==> src/rtl/uart_pkg.sv <==
// Shared UART definitions used by the receiver and the transmitter.
//   uart_rx_state_e : receiver FSM state encoding
//   clks_per_bit()  : system clocks per serial bit (integer division)
package uart_pkg;

  typedef enum logic [2:0] {
    IDLE  = 3'd0,
    START = 3'd1,
    DATA  = 3'd2,
    STOP  = 3'd3,
    BREAK = 3'd4
  } uart_rx_state_e;

  function automatic int clks_per_bit(input int sys_freq, input int baud_rate);
    return sys_freq / baud_rate;
  endfunction

endpackage

==> src/rtl/uart_sync2.sv <==
// Two-flop synchroniser for a single asynchronous input.
// Ports:
//   clk    : system clock
//   reset  : synchronous, active-high reset; both flops load RESET_VAL
//   d_i    : asynchronous input
//   q_o    : synchronised output (two clocks of latency)
module uart_sync2 #(
  parameter logic RESET_VAL = 1'b1
) (
  input  logic clk,
  input  logic reset,
  input  logic d_i,
  output logic q_o
);

  logic meta_q;
  logic sync_q;

  // NOTE: both stages reset to the line's idle level so the receiver never
  // sees a phantom start edge while the chain refills after reset.
  always_ff @(posedge clk) begin
    if (reset) begin
      meta_q <= RESET_VAL;
      sync_q <= RESET_VAL;
    end else begin
      meta_q <= d_i;
      sync_q <= meta_q;
    end
  end

  assign q_o = sync_q;

endmodule

==> src/rtl/uart_rx.sv <==
// UART receiver, 8N1-style framing with DATA_SIZE data bits, LSB first.
// The line is sampled at mid-bit after a 2-FF synchroniser; completed words
// are held on dout under a recv_req/recv_ack handshake.
// Ports:
//   clk       : system clock
//   reset     : synchronous, active-high reset
//   rx        : asynchronous serial input, idle high
//   dout      : received word, valid while recv_req=1
//   recv_req  : word available, held until acknowledged
//   recv_ack  : consumer accepts dout
//   frame_err : 1-cycle pulse, stop bit sampled low
//   overrun   : 1-cycle pulse, new word replaced an unacknowledged one
//   busy      : receiver is not idle
module uart_rx
  import uart_pkg::*;
#(
  parameter int SYS_FREQ  = 50_000_000,
  parameter int BAUD_RATE = 115_200,
  parameter int DATA_SIZE = 8
) (
  input  logic                 clk,
  input  logic                 reset,
  input  logic                 rx,
  output logic [DATA_SIZE-1:0] dout,
  output logic                 recv_req,
  input  logic                 recv_ack,
  output logic                 frame_err,
  output logic                 overrun,
  output logic                 busy
);

  localparam int CLKS_PER_BIT = clks_per_bit(SYS_FREQ, BAUD_RATE);
  localparam int HALF_BIT     = CLKS_PER_BIT / 2;
  localparam int CNT_W        = $clog2(CLKS_PER_BIT);
  localparam int IDX_W        = $clog2(DATA_SIZE + 1);

  localparam logic [CNT_W-1:0] HALF_LAST = CNT_W'(HALF_BIT - 1);
  localparam logic [CNT_W-1:0] BIT_LAST  = CNT_W'(CLKS_PER_BIT - 1);
  localparam logic [IDX_W-1:0] IDX_LAST  = IDX_W'(DATA_SIZE - 1);

  if (CLKS_PER_BIT < 4) begin : g_cpb_check
    $fatal(1, "uart_rx: CLKS_PER_BIT must be at least 4");
  end

  logic rx_s;

  uart_sync2 #(.RESET_VAL(1'b1)) u_sync (
    .clk   (clk),
    .reset (reset),
    .d_i   (rx),
    .q_o   (rx_s)
  );

  uart_rx_state_e       state_q,     state_d;
  logic [CNT_W-1:0]     cnt_q,       cnt_d;
  logic [IDX_W-1:0]     idx_q,       idx_d;
  logic [DATA_SIZE-1:0] shift_q,     shift_d;
  logic [DATA_SIZE-1:0] dout_q,      dout_d;
  logic                 recv_req_q,  recv_req_d;
  logic                 frame_err_q, frame_err_d;
  logic                 overrun_q,   overrun_d;
  logic                 word_done;

  // NOTE: every signal driven here gets a default first, so no path through
  // the case statement can leave one unassigned and infer a latch.
  always_comb begin
    state_d     = state_q;
    cnt_d       = cnt_q;
    idx_d       = idx_q;
    shift_d     = shift_q;
    dout_d      = dout_q;
    recv_req_d  = recv_req_q;
    frame_err_d = 1'b0;
    overrun_d   = 1'b0;
    word_done   = 1'b0;

    if (recv_req_q && recv_ack) begin
      recv_req_d = 1'b0;
    end

    unique case (state_q)
      IDLE: begin
        if (!rx_s) begin
          state_d = START;
          cnt_d   = '0;
        end
      end
      START: begin
        // Re-check the line at the middle of the start bit; a glitch that
        // has already gone high is dropped silently.
        if (cnt_q == HALF_LAST) begin
          cnt_d = '0;
          if (!rx_s) begin
            state_d = DATA;
            idx_d   = '0;
          end else begin
            state_d = IDLE;
          end
        end else begin
          cnt_d = cnt_q + CNT_W'(1);
        end
      end
      DATA: begin
        if (cnt_q == BIT_LAST) begin
          cnt_d   = '0;
          // LSB arrives first, so shifting in at the MSB leaves the word
          // in natural order after the last data bit.
          shift_d = {rx_s, shift_q[DATA_SIZE-1:1]};
          idx_d   = idx_q + IDX_W'(1);
          if (idx_q == IDX_LAST) begin
            state_d = STOP;
          end
        end else begin
          cnt_d = cnt_q + CNT_W'(1);
        end
      end
      STOP: begin
        if (cnt_q == BIT_LAST) begin
          cnt_d = '0;
          if (rx_s) begin
            state_d   = IDLE;
            word_done = 1'b1;
          end else begin
            state_d     = BREAK;
            frame_err_d = 1'b1;
          end
        end else begin
          cnt_d = cnt_q + CNT_W'(1);
        end
      end
      BREAK: begin
        // A line held low must return high before another start is armed.
        if (rx_s) begin
          state_d = IDLE;
        end
      end
      default: state_d = IDLE;
    endcase

    // A completed word always loads; an ack in the same cycle retires the
    // old word cleanly, otherwise the unread word is lost and flagged.
    if (word_done) begin
      dout_d     = shift_q;
      recv_req_d = 1'b1;
      overrun_d  = recv_req_q && !recv_ack;
    end
  end

  // NOTE: state registers use non-blocking assignments so every flop samples
  // the values from before the clock edge, independent of statement order.
  always_ff @(posedge clk) begin
    if (reset) begin
      state_q     <= IDLE;
      cnt_q       <= '0;
      idx_q       <= '0;
      shift_q     <= '0;
      dout_q      <= '0;
      recv_req_q  <= 1'b0;
      frame_err_q <= 1'b0;
      overrun_q   <= 1'b0;
    end else begin
      state_q     <= state_d;
      cnt_q       <= cnt_d;
      idx_q       <= idx_d;
      shift_q     <= shift_d;
      dout_q      <= dout_d;
      recv_req_q  <= recv_req_d;
      frame_err_q <= frame_err_d;
      overrun_q   <= overrun_d;
    end
  end

  assign dout      = dout_q;
  assign recv_req  = recv_req_q;
  assign frame_err = frame_err_q;
  assign overrun   = overrun_q;
  assign busy      = (state_q != IDLE);

endmodule
==> config.mk <==
export PLATFORM = sky130hd
export DESIGN_NAME = uart_rx
export DESIGN_NICKNAME = d
export VERILOG_FILES = /design/src/rtl/uart_pkg.sv /design/src/rtl/uart_sync2.sv /design/src/rtl/uart_rx.sv
export SDC_FILE = /design/constraint.sdc
export NUM_CORES = 1
export LEC_CHECK = 0
export BUFFER_PORTS_ARGS = -buffer_cell sky130_fd_sc_hd__buf_4
export CORE_ASPECT_RATIO = 0.6
export CORE_MARGIN = 5
export CORE_UTILIZATION = 45
export CTS_CLUSTER_DIAMETER = 30
export CTS_CLUSTER_SIZE = 24
export DETAILED_ROUTE_END_ITERATION = 10
export GPL_TIMING_DRIVEN = 0
export PLACE_DENSITY = 0.69
export SLEW_MARGIN = 10
export SYNTH_ARGS = -nofsm -noshare
export SYNTH_HDL_FRONTEND = slang
export SYNTH_SLANG_ARGS = --single-unit
==> constraint.sdc <==
create_clock -name clk -period 1.66 [get_ports clk]
set_input_delay 0.415 -clock clk [delete_from_list [all_inputs] [get_ports clk]]
set_output_delay 0.415 -clock clk [all_outputs]
set_load 0.02 [all_outputs]
==> flow_summary.ini <==
[status]
outcome = finished with violations
violations = negative setup slack

[worst_setup_path]
cp_num_buf_inv = 1
worstRegToRegCells = 6
critPathLaunchType = flop
critical_path.max_stage_delay_ns = 0.36
worstPathRequired_ns = 1.82
crit_slowest_cell = dfxtp_4
path_depth = 6
reg2reg_slack_ns = -0.03
cp_cell_sequence = inv_1, ha_2, nor4b_4, a211oi_4, a211oi_1, a311oi_1
timing.rr.start = cnt_q[0]
cp-end-kind = flop
worst-setup-path-type = reg -> reg
cp.arrival_ns = 1.84
critical-path-top-delay-family = compound AO/OA/AOI/OAI gates
critPathMaxFanout = 4
r2r_end = idx_q[3]

[floorplanning]
rows = 17
dieArea_sq_um = 5310
chipHeight_microns = 58.5
io_pins = 16
fp.dieW_microns = 90.8
initial_core_util_pct = 47.4
core_area_sq_um = 3720

[route]
drt-total-wl_microns = 4230
wire_per_inst_microns = 16.0
vias = 1544
drtIter0Drc = 71
antenna_left = 0
route.detailed.drc = 0
viasPerCell = 5.85
drt-pass1-iter-count = 4

[global_route]
grt_pass1_wl_microns = 6740
antenna_found_initial = 0
grt_overflow = 0
grt_max_degree = 13
track_usage_pct = 15.9
grt_pass1_vias = 1460

[synth]
async_reset_ff_share_pct = 0
synth_warnings = 0
synth_area_leader_cell = dfxtp_1
yosys_most_used_dff = dfxtp_1
synthDistinctLibCells = 47
syn_avg_cell_area_sq_um = 9.69
syn_inst = 182
synth_most_common_cell = dfxtp_1
synth.cell_area_sq_um = 1760
syn_nets = 190
synth_area_leaders = dfxtp_1, mux2i_1, nor2_1, a211oi_1, ha_1
synth-seq-cells = 37
synth_common_cells = dfxtp_1, nor2_1, mux2i_1
synth-edff-count = 0
ys_seq_area_share_pct = 42.0
synth_top_area_share_pct = 42.0

[final_layout]
seqCellArea_sq_um = 758
nets = 224
stdcell_count = 264
n_fill_cell = 289
drive_gt1_share_pct = 34.1
multi_input_area_sq_um = 1030
syn2layout_area_growth_pct = 30.8
n_antenna_cell = 0

[clocking]
clock-sinks = 37
cts_tree = yes
insertion_delay_ns = 0.29
clock_path_buffers = 2
h-tree-depth = 2
cts_hold_buf = 0
clkSlewWorstSetupHoldPaths_ns = 0.08
cts-root-buf = clkbuf_8
numCtsBuffers = 5

[power_and_ir_drop]
p_leak_nw = 0.953
powerDensity_nw_per_um2 = 786
ir_worst_vdd_uv = 466

[placement]
gp_congestion = 0.873
place_hpwl_microns = 2760
dp.cells = 243
portBuffers = 14

[sta]
fmax_ghz = 0.593
post-route-period-util_pct = 102
slew_viol_final = 0
layout_setup_ws_ns = -0.0253
slew-limit-headroom_pct = 62.2
finalCriticalPeriod_ns = 1.69
rsz0062_at_grt = yes
worstMarginPinSlew_ns = 0.566
fin_skew_ns = 0.00782
fin_tns_setup_ns = -0.0628
setup_viol = 4
hold_violations = 0

[worst_hold_path]
hold_path_class = in -> reg
worstHoldStart = rx
hold_end = u_sync.meta_q
whs_path_depth = 2

[flow_run]
max_cap_viol_count = 0
[final cells by class]
| class | instances | share of cell area [%] |
|---|---|---|
| Buffer | 11 | 3.91 |
| Clock buffer | 6 | 3.58 |
| Clock inverter | 2 | 1.63 |
| Inverter | 4 | 0.760 |
| Multi-Input combinational cell | 129 | 44.7 |
| Sequential cell | 37 | 32.9 |
| Tap cell | 47 | 2.55 |
| Timing Repair Buffer | 28 | 9.98 |
[logic make-up after synthesis]
kind of cell | Yosys count | share of synthesized area, %
simple gates | 69 | 24.0
buf+inv | 16 | 5.18
xor+xnor | 4 | 1.99
compound gates | 36 | 14.9
flops | 37 | 42.0
mux | 16 | 9.08
fa+ha+maj | 4 | 2.84
[how the worst max path moves through the flow]
stage,slack (ns),startpoint,end
after floorplan,0.02,cnt_q[1],idx_q[2]
after global placement,-0.26,cnt_q[1],idx_q[2]
after detailed placement,-0.38,cnt_q[1],cnt_q[6]
after CTS,-0.05,state_q[2],busy
after global routing,-0.13,cnt_q[1],idx_q[2]
final,-0.03,cnt_q[0],idx_q[3]
[placed cells by master, fill, tap and decap left out, types with 3 or more instances in the layout]
master and n:
clkbuf_1 4, a211oi_1 5, dfxtp_1 31, a31oi_1 3
nor4_1 5, a21oi_1 9, dfxtp_4 4, nor2_1 17
buf_6 6, inv_1 3, or2_2 3, clkbuf_8 6
mux2i_1 16, xnor2_1 4, nand3_1 6, buf_4 27
nand2_1 9, nor3_1 3, o22ai_1 3
[repair_timing]
action	in CTS	in global routing
gates resized for setup	15	21
buffers inserted	7	7
cloned	0	0
setup endpoints to repair	26	32
pin swaps	1	8
[where the power goes]
part           leakage (nW)  internal, mW  switching [mW]
sequential            0.303         0.887         0.00609
combinational         0.592        0.0464          0.0591
clock                0.0574         0.488           0.326
total                 0.953          1.42           0.391
[metal layers]
layer  GRT usage [%]  up-vias  wire length (microns)
met1            20.8      739                   1930
li1                -      736                      -
met2            24.7       63                   1980
met5               0        -                      0
met4            7.95        0                     68
met3            3.96        6                    258
[through the flow]
| stage | hold WS [ns] | area, sq um | setup slack (ns) | util [%] | power, mW |
|---|---|---|---|---|---|
| after floorplan | 0.389 | 1760 | 0.0239 | - | 0.969 |
| after global placement | 0.395 | 1930 | -0.264 | 51.8 | 0.989 |
| after detailed placement | 0.400 | 1930 | -0.376 | 51.8 | 0.991 |
| after CTS | 0.301 | 2160 | -0.0549 | 57.9 | 1.81 |
| after global routing | 0.307 | 2310 | -0.134 | 61.9 | 1.88 |
| final | 0.309 | 2310 | -0.0253 | 61.9 | 1.81 |
[state kept, by name, indices dropped and copies added, names as in the netlist]
name and cells:
cnt_q 9, dout 8, shift_q 8, idx_q 4, state_q 3, frame_err 1, overrun 1, recv_req 1
u_sync.meta_q 1, u_sync.q_o 1
No activity file was read; power rests on OpenSTA's default activity.
